<file path="src/rtl/axi4lite_regfile_if.sv">
// AXI4-Lite channel bundle shared by a host (master) and a register endpoint (slave).
interface axi4lite_intf #(
    parameter int AXI4L_ADDR_WIDTH = 32,
    parameter int AXI4L_DATA_WIDTH = 32
);
    logic [AXI4L_ADDR_WIDTH-1:0]   awaddr;
    logic [2:0]                    awprot;
    logic                          awvalid;
    logic                          awready;
    logic [AXI4L_DATA_WIDTH-1:0]   wdata;
    logic [AXI4L_DATA_WIDTH/8-1:0] wstrb;
    logic                          wvalid;
    logic                          wready;
    logic [1:0]                    bresp;
    logic                          bvalid;
    logic                          bready;
    logic [AXI4L_ADDR_WIDTH-1:0]   araddr;
    logic [2:0]                    arprot;
    logic                          arvalid;
    logic                          arready;
    logic [AXI4L_DATA_WIDTH-1:0]   rdata;
    logic [1:0]                    rresp;
    logic                          rvalid;
    logic                          rready;

    modport master (
        output awaddr, awprot, awvalid, wdata, wstrb, wvalid, bready,
               araddr, arprot, arvalid, rready,
        input  awready, wready, bresp, bvalid, arready, rdata, rresp, rvalid
    );

    modport slave (
        input  awaddr, awprot, awvalid, wdata, wstrb, wvalid, bready,
               araddr, arprot, arvalid, rready,
        output awready, wready, bresp, bvalid, arready, rdata, rresp, rvalid
    );
endinterface

</file>
<file path="src/rtl/axi4lite_regfile.sv">
// AXI4-Lite register bank: NUM_REGS words at BASE_ADDR, RW or RO (status) per
// register, byte-strobe writes, SLVERR on RO writes, DECERR outside the window.
// Optional build macro AXI4L_REGFILE_PROT_CHECK_EN: rejects unprivileged
// accesses (prot[0]=0) with SLVERR; DECERR still wins for out-of-range.
module axi4lite_regfile #(
    parameter int                             ADDR_W    = 32,
    parameter int                             DATA_W    = 32,
    parameter int                             NUM_REGS  = 16,
    parameter logic [ADDR_W-1:0]              BASE_ADDR = {ADDR_W{1'b0}},
    parameter logic [NUM_REGS-1:0]            RO_MASK   = {NUM_REGS{1'b0}},
    parameter logic [NUM_REGS*DATA_W-1:0]     RESET_VAL = {(NUM_REGS*DATA_W){1'b0}}
) (
    input  logic                         clk,
    input  logic                         rst_n,
    axi4lite_intf.slave                  s_axil,
    output logic [NUM_REGS*DATA_W-1:0]   reg_out,
    input  logic [NUM_REGS*DATA_W-1:0]   reg_in,
    output logic [NUM_REGS-1:0]          wr_pulse
);
    localparam int STRB_W = DATA_W / 8;
    localparam int LSB    = $clog2(STRB_W);

    typedef enum logic { W_IDLE = 1'b0, W_RESP = 1'b1 } wstate_t;
    typedef enum logic { R_IDLE = 1'b0, R_DATA = 1'b1 } rstate_t;

    // Word index of an address relative to the window base (low byte bits dropped).
    function automatic logic [ADDR_W-1:0] f_index(input logic [ADDR_W-1:0] addr);
        return (addr - BASE_ADDR) >> LSB;
    endfunction

    // Address falls inside the register window.
    function automatic logic f_in_range(input logic [ADDR_W-1:0] addr);
        return (addr >= BASE_ADDR) && (f_index(addr) < ADDR_W'(NUM_REGS));
    endfunction

    wstate_t             r_wstate;
    logic                r_aw_held;
    logic                r_w_held;
    logic [ADDR_W-1:0]   r_awaddr;
    logic [DATA_W-1:0]   r_wdata;
    logic [STRB_W-1:0]   r_wstrb;
    logic                r_bvalid;
    logic [1:0]          r_bresp;
    logic [NUM_REGS-1:0] r_wr_pulse;
    logic [DATA_W-1:0]   r_regs [NUM_REGS];
    rstate_t             r_rstate;
    logic                r_rvalid;
    logic [DATA_W-1:0]   r_rdata;
    logic [1:0]          r_rresp;

    logic                w_aw_fire, w_w_fire, w_commit, w_ar_fire;
    logic [ADDR_W-1:0]   w_awaddr, w_widx, w_ridx;
    logic [DATA_W-1:0]   w_wdata, w_rword;
    logic [STRB_W-1:0]   w_wstrb;
    logic                w_win, w_wro, w_rin, w_rro, w_wprot_ok, w_rprot_ok, w_wapply;
    logic [1:0]          w_wresp;
    logic [NUM_REGS-1:0] w_pulse;

    assign s_axil.awready = (r_wstate == W_IDLE) && !r_aw_held;
    assign s_axil.wready  = (r_wstate == W_IDLE) && !r_w_held;
    assign s_axil.bvalid  = r_bvalid;
    assign s_axil.bresp   = r_bresp;
    assign s_axil.arready = (r_rstate == R_IDLE);
    assign s_axil.rvalid  = r_rvalid;
    assign s_axil.rdata   = r_rdata;
    assign s_axil.rresp   = r_rresp;
    assign wr_pulse       = r_wr_pulse;

    assign w_aw_fire = s_axil.awvalid && s_axil.awready;
    assign w_w_fire  = s_axil.wvalid && s_axil.wready;
    // Commit on the edge where both halves are (or become) held.
    assign w_commit  = (r_wstate == W_IDLE) && (r_aw_held || w_aw_fire) && (r_w_held || w_w_fire);
    assign w_awaddr  = r_aw_held ? r_awaddr : s_axil.awaddr;
    assign w_wdata   = r_w_held  ? r_wdata  : s_axil.wdata;
    assign w_wstrb   = r_w_held  ? r_wstrb  : s_axil.wstrb;
    assign w_widx    = f_index(w_awaddr);
    assign w_win     = f_in_range(w_awaddr);
    assign w_ar_fire = s_axil.arvalid && (r_rstate == R_IDLE);
    assign w_ridx    = f_index(s_axil.araddr);
    assign w_rin     = f_in_range(s_axil.araddr);

`ifdef AXI4L_REGFILE_PROT_CHECK_EN
    logic r_awprot0;

    // Hold the privilege bit of an address phase that arrived before its data.
    always_ff @(posedge clk or negedge rst_n) begin
        if (!rst_n) begin
            r_awprot0 <= 1'b0;
        end else if (w_aw_fire) begin
            r_awprot0 <= s_axil.awprot[0];
        end
    end

    assign w_wprot_ok = r_aw_held ? r_awprot0 : s_axil.awprot[0];
    assign w_rprot_ok = s_axil.arprot[0];
`else
    assign w_wprot_ok = 1'b1;
    assign w_rprot_ok = 1'b1;
`endif

    // Decode write target: read-only flag, response code and per-register strobe.
    always_comb begin
        w_wro   = 1'b0;
        w_pulse = {NUM_REGS{1'b0}};
        for (int i = 0; i < NUM_REGS; i++) begin
            w_wro = w_wro | (RO_MASK[i] & (w_widx == ADDR_W'(i)));
        end
        if (!w_win) begin
            w_wresp = 2'b11;
        end else if (w_wro || !w_wprot_ok) begin
            w_wresp = 2'b10;
        end else begin
            w_wresp = 2'b00;
        end
        w_wapply = w_commit && w_win && !w_wro && w_wprot_ok;
        for (int i = 0; i < NUM_REGS; i++) begin
            w_pulse[i] = w_wapply && (w_widx == ADDR_W'(i));
        end
    end

    // Read mux: RW registers return stored value, RO registers return status input.
    always_comb begin
        w_rro   = 1'b0;
        w_rword = {DATA_W{1'b0}};
        for (int i = 0; i < NUM_REGS; i++) begin
            w_rro   = w_rro | (RO_MASK[i] & (w_ridx == ADDR_W'(i)));
            w_rword = w_rword | ({DATA_W{w_ridx == ADDR_W'(i)}} &
                      (RO_MASK[i] ? reg_in[i*DATA_W +: DATA_W] : r_regs[i]));
        end
    end

    // Register storage with byte-lane updates and the one-cycle write strobe.
    always_ff @(posedge clk or negedge rst_n) begin
        if (!rst_n) begin
            r_wr_pulse <= {NUM_REGS{1'b0}};
            for (int i = 0; i < NUM_REGS; i++) begin
                r_regs[i] <= RO_MASK[i] ? {DATA_W{1'b0}} : RESET_VAL[i*DATA_W +: DATA_W];
            end
        end else begin
            r_wr_pulse <= w_pulse;
            for (int i = 0; i < NUM_REGS; i++) begin
                for (int b = 0; b < STRB_W; b++) begin
                    if (w_pulse[i] && w_wstrb[b]) begin
                        r_regs[i][b*8 +: 8] <= w_wdata[b*8 +: 8];
                    end
                end
            end
        end
    end

    // Write channel FSM: capture AW/W independently, commit, hold B until accepted.
    always_ff @(posedge clk or negedge rst_n) begin
        if (!rst_n) begin
            r_wstate  <= W_IDLE;
            r_aw_held <= 1'b0;
            r_w_held  <= 1'b0;
            r_awaddr  <= {ADDR_W{1'b0}};
            r_wdata   <= {DATA_W{1'b0}};
            r_wstrb   <= {STRB_W{1'b0}};
            r_bvalid  <= 1'b0;
            r_bresp   <= 2'b00;
        end else begin
            case (r_wstate)
                W_IDLE: begin
                    if (w_aw_fire) begin
                        r_aw_held <= 1'b1;
                        r_awaddr  <= s_axil.awaddr;
                    end
                    if (w_w_fire) begin
                        r_w_held <= 1'b1;
                        r_wdata  <= s_axil.wdata;
                        r_wstrb  <= s_axil.wstrb;
                    end
                    if (w_commit) begin
                        r_bvalid <= 1'b1;
                        r_bresp  <= w_wresp;
                        r_wstate <= W_RESP;
                    end
                end
                W_RESP: begin
                    if (s_axil.bready) begin
                        r_bvalid  <= 1'b0;
                        r_aw_held <= 1'b0;
                        r_w_held  <= 1'b0;
                        r_wstate  <= W_IDLE;
                    end
                end
                default: begin
                    r_wstate  <= W_IDLE;
                    r_bvalid  <= 1'b0;
                    r_aw_held <= 1'b0;
                    r_w_held  <= 1'b0;
                end
            endcase
        end
    end

    // Read channel FSM: register the response on AR, hold it until R is accepted.
    always_ff @(posedge clk or negedge rst_n) begin
        if (!rst_n) begin
            r_rstate <= R_IDLE;
            r_rvalid <= 1'b0;
            r_rdata  <= {DATA_W{1'b0}};
            r_rresp  <= 2'b00;
        end else begin
            case (r_rstate)
                R_IDLE: begin
                    if (w_ar_fire) begin
                        r_rvalid <= 1'b1;
                        r_rstate <= R_DATA;
                        if (!w_rin) begin
                            r_rdata <= {DATA_W{1'b0}};
                            r_rresp <= 2'b11;
                        end else if (!w_rprot_ok) begin
                            r_rdata <= {DATA_W{1'b0}};
                            r_rresp <= 2'b10;
                        end else begin
                            r_rdata <= w_rword;
                            r_rresp <= 2'b00;
                        end
                    end
                end
                R_DATA: begin
                    if (s_axil.rready) begin
                        r_rvalid <= 1'b0;
                        r_rstate <= R_IDLE;
                    end
                end
                default: begin
                    r_rstate <= R_IDLE;
                    r_rvalid <= 1'b0;
                end
            endcase
        end
    end

    // Flatten register array onto the output bus (RO slots are held at zero).
    always_comb begin
        reg_out = {(NUM_REGS*DATA_W){1'b0}};
        for (int i = 0; i < NUM_REGS; i++) begin
            reg_out[i*DATA_W +: DATA_W] = r_regs[i];
        end
    end

    // w_rro is only informative for the read path; keep it observable in the mux.
    logic w_unused_s;
    assign w_unused_s = w_rro;
endmodule

</file>
<file path="src/flat_wrapper.sv">
// flat-port wrapper written by rule: the top's interface ports become plain ports
module axi4lite_regfile_flat 
#(
    parameter int                             ADDR_W    = 32,
    parameter int                             DATA_W    = 32,
    parameter int                             NUM_REGS  = 16,
    parameter logic [ADDR_W-1:0]              BASE_ADDR = {ADDR_W{1'b0}},
    parameter logic [NUM_REGS-1:0]            RO_MASK   = {NUM_REGS{1'b0}},
    parameter logic [NUM_REGS*DATA_W-1:0]     RESET_VAL = {(NUM_REGS*DATA_W){1'b0}}
)
  (clk, rst_n, reg_out, reg_in, wr_pulse, s_axil_awaddr, s_axil_awprot, s_axil_awvalid, s_axil_wdata, s_axil_wstrb, s_axil_wvalid, s_axil_bready, s_axil_araddr, s_axil_arprot, s_axil_arvalid, s_axil_rready, s_axil_awready, s_axil_wready, s_axil_bresp, s_axil_bvalid, s_axil_arready, s_axil_rdata, s_axil_rresp, s_axil_rvalid);
  axi4lite_intf #(.AXI4L_ADDR_WIDTH(32), .AXI4L_DATA_WIDTH(32)) s_axil_i ();
  input  logic clk;
  input  logic rst_n;
  output logic [NUM_REGS*DATA_W-1:0] reg_out;
  input  logic [NUM_REGS*DATA_W-1:0] reg_in;
  output logic [NUM_REGS-1:0] wr_pulse;
  input wire logic [$bits(s_axil_i.awaddr)-1:0] s_axil_awaddr;
  input wire logic [$bits(s_axil_i.awprot)-1:0] s_axil_awprot;
  input wire logic [$bits(s_axil_i.awvalid)-1:0] s_axil_awvalid;
  input wire logic [$bits(s_axil_i.wdata)-1:0] s_axil_wdata;
  input wire logic [$bits(s_axil_i.wstrb)-1:0] s_axil_wstrb;
  input wire logic [$bits(s_axil_i.wvalid)-1:0] s_axil_wvalid;
  input wire logic [$bits(s_axil_i.bready)-1:0] s_axil_bready;
  input wire logic [$bits(s_axil_i.araddr)-1:0] s_axil_araddr;
  input wire logic [$bits(s_axil_i.arprot)-1:0] s_axil_arprot;
  input wire logic [$bits(s_axil_i.arvalid)-1:0] s_axil_arvalid;
  input wire logic [$bits(s_axil_i.rready)-1:0] s_axil_rready;
  output wire logic [$bits(s_axil_i.awready)-1:0] s_axil_awready;
  output wire logic [$bits(s_axil_i.wready)-1:0] s_axil_wready;
  output wire logic [$bits(s_axil_i.bresp)-1:0] s_axil_bresp;
  output wire logic [$bits(s_axil_i.bvalid)-1:0] s_axil_bvalid;
  output wire logic [$bits(s_axil_i.arready)-1:0] s_axil_arready;
  output wire logic [$bits(s_axil_i.rdata)-1:0] s_axil_rdata;
  output wire logic [$bits(s_axil_i.rresp)-1:0] s_axil_rresp;
  output wire logic [$bits(s_axil_i.rvalid)-1:0] s_axil_rvalid;
  assign s_axil_i.awaddr = s_axil_awaddr;
  assign s_axil_i.awprot = s_axil_awprot;
  assign s_axil_i.awvalid = s_axil_awvalid;
  assign s_axil_i.wdata = s_axil_wdata;
  assign s_axil_i.wstrb = s_axil_wstrb;
  assign s_axil_i.wvalid = s_axil_wvalid;
  assign s_axil_i.bready = s_axil_bready;
  assign s_axil_i.araddr = s_axil_araddr;
  assign s_axil_i.arprot = s_axil_arprot;
  assign s_axil_i.arvalid = s_axil_arvalid;
  assign s_axil_i.rready = s_axil_rready;
  assign s_axil_awready = s_axil_i.awready;
  assign s_axil_wready = s_axil_i.wready;
  assign s_axil_bresp = s_axil_i.bresp;
  assign s_axil_bvalid = s_axil_i.bvalid;
  assign s_axil_arready = s_axil_i.arready;
  assign s_axil_rdata = s_axil_i.rdata;
  assign s_axil_rresp = s_axil_i.rresp;
  assign s_axil_rvalid = s_axil_i.rvalid;
  axi4lite_regfile #(.ADDR_W(ADDR_W), .DATA_W(DATA_W), .NUM_REGS(NUM_REGS), .BASE_ADDR(BASE_ADDR), .RO_MASK(RO_MASK), .RESET_VAL(RESET_VAL)) u_core (.clk(clk), .rst_n(rst_n), .s_axil(s_axil_i), .reg_out(reg_out), .reg_in(reg_in), .wr_pulse(wr_pulse));
endmodule
</file>
<file path="config.mk">
export PLATFORM = sky130hd
export DESIGN_NAME = axi4lite_regfile_flat
export DESIGN_NICKNAME = d
export VERILOG_FILES = /design/src/rtl/axi4lite_regfile_if.sv /design/src/rtl/axi4lite_regfile.sv /design/src/flat_wrapper.sv
export SDC_FILE = /design/constraint.sdc
export NUM_CORES = 1
export LEC_CHECK = 0
export BUFFER_PORTS_ARGS = -buffer_cell sky130_fd_sc_hd__buf_2
export CAP_MARGIN = 20
export CORE_AREA = 5 5 456 458
export CTS_CLUSTER_SIZE = 14
export DETAILED_ROUTE_END_ITERATION = 8
export DIE_AREA = 0 0 461 463
export GPL_TIMING_DRIVEN = 0
export PLACE_DENSITY = 0.33
export SYNTH_ARGS = -nofsm -noshare
export SYNTH_HDL_FRONTEND = slang
export SYNTH_SLANG_ARGS = --single-unit
</file>
<file path="constraint.sdc">
create_clock -name clk -period 5.2 [get_ports clk]
set_clock_uncertainty 0.1 [all_clocks]
set_input_delay 0.78 -clock clk [delete_from_list [all_inputs] [get_ports clk]]
set_output_delay 0.78 -clock clk [all_outputs]
set_load 0.05 [all_outputs]
</file>
# ---- Word level (Yosys, flattened, before mapping)
# Index checks and enable logic that the tools add are counted.
dict set report op_classes {
  n_lt_le_gt_ge 4
  n_eq_ne 36
  muxes 22
  n_bitwise 33
  n_reduce_logical 104
}
# op n
set op_table {}
lappend op_table {{bitwise AND 32 bit} 16}
lappend op_table {{equality test 30 x 4 -> 1 bit (second input constant)} 16}
lappend op_table {{bitwise OR 32 bit} 15}
lappend op_table {{equality test 30 x 3 -> 1 bit (second input constant)} 8}
lappend op_table {{equality test 30 x 2 -> 1 bit (second input constant)} 4}
lappend op_table {{2-to-1 mux 32 bit} 3}
lappend op_table {{logical AND 1 bit} 90}
lappend op_table {{greater-or-equal comparator 32 x 1 -> 1 bit (second input constant)} 2}
lappend op_table {{zero test 32 bit} 2}
lappend op_table {{equality test 30 x 1 -> 1 bit (second input constant)} 2}
lappend op_table {{< comparator 30 x 5 -> 1 bit (second input constant)} 2}
lappend op_table {{AND reduction 2 bit} 8}
lappend op_table {{case mux 1 bit (2 select lines)} 6}
lappend op_table {{2-to-1 mux 1 bit} 10}
lappend op_table {{inequality test 2 x 1 -> 1 bit (second input constant)} 4}
lappend op_table {{2-to-1 mux 2 bit} 2}
lappend op_table {{2-to-1 mux 4 bit} 1}
lappend op_table {{inequality test 2 bit (second input constant)} 2}
lappend op_table {{zero test 1 bit} 2}
lappend op_table {{logical OR 1 bit} 2}
lappend op_table {{inverter 1 bit} 2}
dict set report word_totals {
  register_bits 638
  in_bits 625
  wordCells 276
}

# ---- Logic depth before layout (Yosys ltp)
# Gate-level depths: netlist of the first run.
dict set report logic_depth {
  word_depth 18
  ltp_mapped 9
}

# ---- Worst setup path after synthesis of the first run
# Ideal clock, no wire load.
dict set report synth_timing {
  path_kind {in2reg}
  startpoint {input port s_axil_awaddr[23]}
  endpoint {register u_core.r_regs, in the netlist u_core.reg_out[0]}
  setup_ns 0.125
  t_arrival_ns 2.744
  t_required_ns 4.975
  path_slack_ns 2.231
  stages 7
  n_path_buf 2
  path_cell_list {or4_1 -> nor4_2 -> o22ai_1 -> buf_4 -> buf_4 -> nor3_4 -> mux2_4}
}
dict set report synth_via {
  elab_chain_cells 6
  word_cells_on_any_way 8
  classes_between {2 x order compare; 1 x mux; 5 x reduce/logical}
}
# element line_no
set synth_rtl {}
lappend synth_rtl {{start, declared} flat_wrapper.sv:18} ;# input wire logic [$bits(s_axil_i.awaddr)-1:0] s_axil_awaddr;
lappend synth_rtl {{2-to-1 mux 32 bit *} axi4lite_regfile.sv:73} ;# assign w_awaddr = r_aw_held ? r_awaddr : s_axil.awaddr;
lappend synth_rtl {{greater-or-equal comparator 32 x 1 -> 1 bit / < comparator 30 x 5 -> 1 bit (equally long branches)} axi4lite_regfile.sv:33} ;# return (addr >= BASE_ADDR) && (f_index(addr) < ADDR_W'(NUM_REGS));
lappend synth_rtl {{logical AND 1 bit} axi4lite_regfile.sv:33}
lappend synth_rtl {{logical AND 1 bit} axi4lite_regfile.sv:115} ;# w_wapply = w_commit && w_win && !w_wro && w_wprot_ok;
lappend synth_rtl {{logical AND 1 bit *} axi4lite_regfile.sv:117} ;# w_pulse[i] = w_wapply && (w_widx == ADDR_W'(i));
lappend synth_rtl {{logical AND 1 bit *} axi4lite_regfile.sv:143} ;# if (w_pulse[i] && w_wstrb[b]) begin
lappend synth_rtl {{end signal, assigned by index} axi4lite_regfile.sv:137} ;# r_regs[i] <= RO_MASK[i] ? {DATA_W{1'b0}} : RESET_VAL[i*DATA_W +: DATA_W];
lappend synth_rtl {{end signal, assigned by index} axi4lite_regfile.sv:144} ;# r_regs[i][b*8 +: 8] <= w_wdata[b*8 +: 8];
lappend synth_rtl {{end, declared} axi4lite_regfile.sv:45} ;# logic [DATA_W-1:0] r_regs [NUM_REGS];
# Mark *: on every way between the ends. The rest lies on a longest branch, timed or not.
# A chain may end at the register's enable or synchronous reset.

# ---- Worst setup path in the final report of the first run
dict set report layout_timing {
  startpoint {register u_core.r_aw_held}
  endpoint {register u_core.r_regs, in the netlist u_core.reg_out[183]}
}
dict set report layout_via {
  elab_chain_cells 9
  word_cells_on_any_way 14
  classes_between {2 x order compare; 1 x eq/ne; 1 x mux; 10 x reduce/logical}
}
# element line_no
set layout_rtl {}
lappend layout_rtl {{start, declared} axi4lite_regfile.sv:37} ;# logic r_aw_held;
lappend layout_rtl {{start signal, assigned} axi4lite_regfile.sv:155} ;# r_aw_held <= 1'b0;
lappend layout_rtl {{start signal, assigned} axi4lite_regfile.sv:166} ;# r_aw_held <= 1'b1;
lappend layout_rtl {{start signal, assigned} axi4lite_regfile.sv:183} ;# r_aw_held <= 1'b0;
lappend layout_rtl {{parallel branches: the longest is 7 deep, another holds greater-or-equal comparator 32 x 1 -> 1 bit} n/a}
lappend layout_rtl {{logical AND 1 bit *} axi4lite_regfile.sv:117}
lappend layout_rtl {{logical AND 1 bit *} axi4lite_regfile.sv:143}
# Every way passes the cells marked *.

==> metrics.txt, run 1 <==
Worst Path Arrival=4.96 ns; Synth cell types=53; H-tree Lvls=3; Post-Synthesis Cells=2066; routed length per instance=32.9 um; Rel. slew slack=0.184; met1 usage=0.229; Critical Path Most Common Cell=buf_4; sequential area share after synthesis=0.513; total leakage power=20.6 nW; first-pass GRT wire length=241000 um; initial detailed-routing violation count=1472; Die Area=0.213 mm2; die span in x=461 um; area post-placement=0.0390 mm2; reg-to-reg endpoint=u_core.reg_out[183]; clock slew at reported path FFs=0.06 ns; GRT met3 Usage=0.0676; Synth Net Count=2691; post-route ant nets=0; register area=0.0159 mm2; Clock power frac=0.431; Final min period=4.48 ns; Port Buffer Count=671; Initial Util=0.152; crit path max fanout=10; DIE HEIGHT=463 um; Post-synth EDFFs=0; P_sw=4.82 mW; routability cong.=0.770; PD cells=346 mW/mm2; pin count of the biggest net entering global routing=110; Detailed Place HPWL=147000 um; Yosys reg bits=634; FF-to-FF path depth=9; Flop pwr share=0.371; Synth top area share=0.513; most frequent cell after synthesis=dfrtp_1; Sw Share=0.332; DRC=0; Via Count=22.4k; Worst VDD drop=0.000243 V; Mapped Avg Cell Area=15.0 um2; Hold Path Depth=2; number of antenna violations at the first check in global routing=34; R2R Setup Slk=0.72 ns; Top FF cell, synth=dfrtp_1; Via density=3.95; nets@finish=3522; Final Max Slew Viols=0; Commonest cells post-synth=634 x dfrtp_1, 480 x mux2_4, 176 x mux2_2, 163 x nand2_1, 99 x a22oi_1; core area=0.204 mm2; Synth Cell Area=0.0309 mm2; top post-synthesis cells by area=dfrtp_1 51%, mux2_4 23%, mux2_2 6.4%; fillers=22.1k; CTS tree=done; Peak Freq=223 MHz; DRT Pass-1 Iters=6; grt met2 use=0.251; Crit Reg-Reg Startpoint=u_core.r_aw_held; combinational power share=0.199; GR peak layer=met2; Worst Setup SP=u_core.r_aw_held; Clock Sinks=634; Setup-failing EPs final=0; FFs w/ async S/R, synth=1.00; Hold Path Sink=u_core.r_wstate; fraction of layout cells with a size suffix above 1=0.565; P_int=9.70 mW; later-pin clock latency in the skew report=0.74 ns; worst slew pin tran=1.22 ns; Total GRT Usage=0.169; final wirelength=186000 um; fin crit share=0.862; maxcap violations=0; Area growth syn-to-layout=35.7%; gr ovfl total=0; final instance area=0.0420 mm2; HP Class=in2reg; final total power=14.5 mW; run status=finished, final reports clean; WP data required=5.68 ns; Setup CP Type=reg2reg; worst hold start=s_axil_bready; type of origin of the critical path=flop; final hold vios=0; Multi-input gate area=0.0145 mm2; root buf cell=clkbuf_16; RSZ-0062 raised after global routing=no; num ports=1194; YS warnings=0; vias in the first global route=23.3k; worst stage delay on the critical path=0.99 ns; CTS Buffer Depth=3; Critical Path End Type=flop; crit path max-delay cell type=nor3_4; post-synth top area cell=dfrtp_1; site row count=166; cts bufs inserted=86; Critical Path, Cell by Cell=buf_4, nor4_2, buf_4, and4_1, o22ai_1, buf_4, buf_4, nor3_4, mux2_4
[state kept, by name, summed over array words and instances, names as in the netlist]
signal / cells
u_core.r_wstrb: 4
u_core.r_w_held: 1
u_core.wr_pulse: 16
u_core.s_axil.bresp: 1
u_core.reg_out: 512
u_core.r_wstate: 1
u_core.r_aw_held: 1
u_core.r_wdata: 32
u_core.s_axil.bvalid: 1
u_core.s_axil.rdata: 32
u_core.r_awaddr: 30
u_core.s_axil.rvalid: 1
u_core.r_rstate: 1
u_core.s_axil.rresp: 1
[stage by stage]
step / setup WS [ns] / util / hold slack [ns] / cells / TNS (ns)
global route: 0.590 / 0.206 / 0.0846 / 5654 / 0
CTS: 0.595 / 0.206 / 0.0266 / 5648 / 0
floorplan: 2.23 / - / 0.323 / 2066 / 0
finish: 0.716 / 0.206 / 0.130 / 5661 / 0
detailed placement: 0.391 / 0.191 / 0.339 / 5493 / 0
global placement: -12.73 / 0.185 / 0.352 / 5425 / -8455.59
[cell type report]
| class | instances | share of cell area |
|---|---|---|
| Antenna cell | 10 | 0.000596 |
| Buffer | 129 | 0.0157 |
| Clock buffer | 131 | 0.0601 |
| Clock inverter | 23 | 0.00909 |
| Inverter | 3 | 0.000268 |
| Multi-Input combinational cell | 1300 | 0.345 |
| Sequential cell | 634 | 0.378 |
| Tap cell | 2688 | 0.0802 |
| Timing Repair Buffer | 743 | 0.111 |
[how the worst max path moves through the flow]
stage | end | slack, ns | depth (start not counted)
after floorplan | u_core.reg_out[0] | 2.23 | 7
after global placement | u_core.r_awaddr[12] | -12.73 | 1
after detailed placement | u_core.s_axil.rdata[24] | 0.39 | 9
after CTS | u_core.reg_out[276] | 0.59 | 9
after global routing | u_core.reg_out[492] | 0.59 | 9
final | u_core.reg_out[183] | 0.72 | 9
[timing repair]
item / 4_1_cts / 5_1_grt
resized for setup: 0 / 0
endpoints found under the hold margin: 55 / 0
setup buffers: 0 / 0
hold buffers: 1 / 0
[cells by family after synthesis]
group,Yosys count,share of synthesized area
and+or+nand+nor,322,0.0741
AOI/OAI and AO/OA,255,0.0605
DFF,634,0.513
buffers and inverters,132,0.0211
muxes,723,0.331
[worst max-delay path: cells and delay by family (launching register included)]
| family | cells | cell delay (ns) |
|---|---|---|
| AOI/OAI and AO/OA | 1 | 0.37 |
| buffers and inverters | 4 | 1.04 |
| DFF | 1 | 0.42 |
| muxes | 1 | 0.35 |
| and+or+nand+nor | 3 | 1.98 |
[per-layer routing]
metal  wire [um]  part of all wire
met1       84200              0.45
met2       79100              0.43
met3       17800             0.095
met4        4760             0.026
met5         155           0.00083
[placed cells by master, fill, tap and decap left out, types with 28 or more instances in the layout]
cell type / Yosys / layout
a211oi_1: 29 / 29
a222oi_1: 28 / 28
a22oi_1: 99 / 99
buf_2: 4 / 682
buf_8: 0 / 41
clkbuf_1: 93 / 111
clkbuf_16: 0 / 87
dfrtp_1: 634 / 634
mux2_1: 32 / 32
mux2_2: 176 / 176
mux2_4: 480 / 480
mux4_2: 28 / 28
nand2_1: 163 / 163
nor3_4: 64 / 64
o211ai_1: 28 / 28
o21ai_0: 30 / 29
[power by group through the flow]
stage                     registers, mW  logic (mW)  clock network (mW)
after floorplan                    5.43        1.56                   0
after global placement             5.47        2.89                   0
after detailed placement           5.47        2.98                   0
after CTS                          5.38        2.99                6.49
after global routing               5.41        3.13                6.63
final                              5.38        2.89                6.25
Power figures use the tool's default switching activity.
==> inputs of run 2 (changes only) <==
MAX_ROUTING_LAYER = met4   (was unset)
REMOVE_ABC_BUFFERS = 1   (was unset)
==> run 2 against run 1 <==
Net effect: maximum frequency up 7.3%; utilization fell by 0.18 points; largest power group unchanged; largest cell class unchanged; critical endpoint is now u_core.reg_out[306]; combinational power rose by 6%; first-iteration DRC count shrank 3.4%.
==> metrics.txt, run 2 (synthesized netlist as in run 1, its figures left out) <==
run status=finished, final reports clean; num ports=1194 (unchanged); Final min period=4.18 ns (-0.304 ns); final total power=14.5 mW (+0.15%); Area growth syn-to-layout=34.5%; Rel. slew slack=0.262 (+0.0775); worst stage delay on the critical path=0.89 ns (-0.10 ns); commonest non-fill, non-tap cell in the layout=buf_2; type of origin of the critical path=flop; H-tree Lvls=3 (unchanged); Die Area=0.213 mm2 (unchanged); Worst path depth=9 (unchanged); register area=0.0159 mm2 (about the same); Initial Util=0.152 (unchanged); Via Count=21.7k (-2.8%); Worst Path Arrival=4.70 ns (-0.26 ns); routability cong.=0.764 (-0.71%); RSZ-0062 raised after global routing=no; Critical Path, Cell by Cell=or3b_1, nor4_4, o21ai_4, buf_16, buf_12, buf_12, buf_12, nor3_4, mux2_4; FF-to-FF path depth=9 (unchanged); routed length per instance=31.2 um (-5.0%); site row count=166 (unchanged); crit path max fanout=22 (+12); DRC=0 (unchanged); Final Worst Setup Slack=1.02 ns (+0.304 ns); nets@finish=3396 (-3.6%); CTS tree=done; clock slew at reported path FFs=0.06 ns (about the same); number of antenna violations at the first check in global routing=29 (-15%); Hold Path Sink=u_core.s_axil.rvalid; Post-Place Setup Slack=0.747 ns (+0.355 ns); WP data required=5.72 ns (+0.04 ns); first-pass GRT wire length=229000 um (-5.1%); Final Max Slew Viols=0 (unchanged); worst path bufs/invs=4 (unchanged); number of flip-flops in the largest register=512 (unchanged); # resized after CTS=0 (unchanged); Critical Path Most Common Cell=buf_12; maxcap violations=0 (unchanged); area post-placement=0.0387 mm2 (-0.77%); fillers=22.0k (-0.11%); vias in the first global route=23.0k (-1.3%); pin count of the biggest net entering global routing=105 (-4.5%); Hold Path Depth=2 (unchanged); gr ovfl total=0 (unchanged); DIE HEIGHT=463 um (unchanged); worst hold start=s_axil_rready; worst slew pin tran=1.10 ns (-0.122 ns); DRT Pass-1 Iters=6 (unchanged); Worst path top cell family by delay=simple AND/OR/NAND/NOR gates; total leakage power=20.4 nW (-1.0%); final hold vios=0 (unchanged); Peak Freq=239 MHz (+7.3%); root buf cell=clkbuf_16; crit path max-delay cell type=dfrtp_1; fraction of layout cells with a size suffix above 1=0.584 (+0.0196); commonest non-fill, non-tap cells in the layout=669 x buf_2, 633 x dfrtp_1, 480 x mux2_4; Setup-failing EPs final=0 (unchanged); Clock Sinks=634 (unchanged); PD cells=350 mW/mm2 (+1.1%); fin crit share=0.804 (-0.0585); Port Buffer Count=671 (unchanged); post-route ant nets=0 (unchanged); Worst VDD drop=0.000268 V (+10%); Multi-input gate area=0.0146 mm2 (+0.84%); initial detailed-routing violation count=1422 (-3.4%); Total GRT Usage=0.163 (-0.00615); cts bufs inserted=86 (unchanged); later-pin clock latency in the skew report=0.74 ns (about the same); Detailed Place HPWL=134000 um (-9.1%); CTS Buffer Depth=3 (unchanged); HP Class=in2reg; Crit Reg-Reg Startpoint=u_core.r_aw_held; R2R Setup Slk=1.02 ns (+0.30 ns); final instance area=0.0416 mm2 (-0.89%); core area=0.204 mm2 (unchanged); reg-to-reg endpoint=u_core.reg_out[306]; Via density=3.90 (-1.2%); final wirelength=174000 um (-6.6%); Setup CP Type=reg2reg; die span in x=461 um (unchanged); Critical Path End Type=flop
-- run 2: cell count changes in the layout (fill, tap and decap cells not counted), sizes merged --
cell,previous run,this run
buf,778,745
bufinv,6,2
clkbuf,224,131
clkinvlp,4,5
diode,10,40
inv,5,9
-- run 2: timing repair --
item | 4_1_cts | 5_1_grt
buffers inserted | 0 | 0
hold buffers | 1 | 0
hold endpoints to repair | 37 | 0
-- run 2: report_power, final --
part           switching, mW  internal (mW)
combinational           2.19          0.854
clock                   2.60           3.49
sequential             0.190           5.22
-- run 2: worst max path at each step --
| stage | slack (ns) | start | to |
|---|---|---|---|
| 4_1_cts | 0.91 | u_core.r_aw_held | u_core.reg_out[304] |
| 3_3_place_gp | -12.70 | rst_n | u_core.r_wdata[26] |
| 2_1_floorplan | -6.04 | s_axil_awaddr[22] | u_core.reg_out[0] |
| 5_1_grt | 0.79 | u_core.r_aw_held | u_core.reg_out[311] |
| 3_5_place_dp | 0.75 | s_axil_awaddr[29] | u_core.reg_out[306] |
| 6_report | 1.02 | u_core.r_aw_held | u_core.reg_out[306] |
-- run 2: per-stage QoR --
stage	util	hold slack, ns	setup TNS [ns]	std cells
final	0.204	0.174	0	5566
after global routing	0.204	0.106	0	5548
after CTS	0.204	0.0790	0	5525
after detailed placement	0.190	0.355	0	5369
after global placement	0.182	0.347	-	5296
after floorplan	-	0.323	-3080.39	1937
-- run 2: metal layers --
layer	share of wire	vias to the layer above	track usage
li1	-	9252	-
met2	0.43	908	0.235
met4	0.017	0	0.0296
met3	0.10	163	0.0661
met1	0.46	11400	0.215
met5	0	-	-
-- run 2: area by class of cell --
| cell class | instances | share of cell area |
|---|---|---|
| multi-input combinational | 1300 | 0.351 |
| clock inverter | 24 | 0.00617 |
| inverter | 3 | 0.000271 |
| antenna | 40 | 0.00241 |
| timing repair buffer | 746 | 0.116 |
| tap | 2688 | 0.0809 |
| clock buffer | 131 | 0.0614 |
| sequential | 634 | 0.382 |
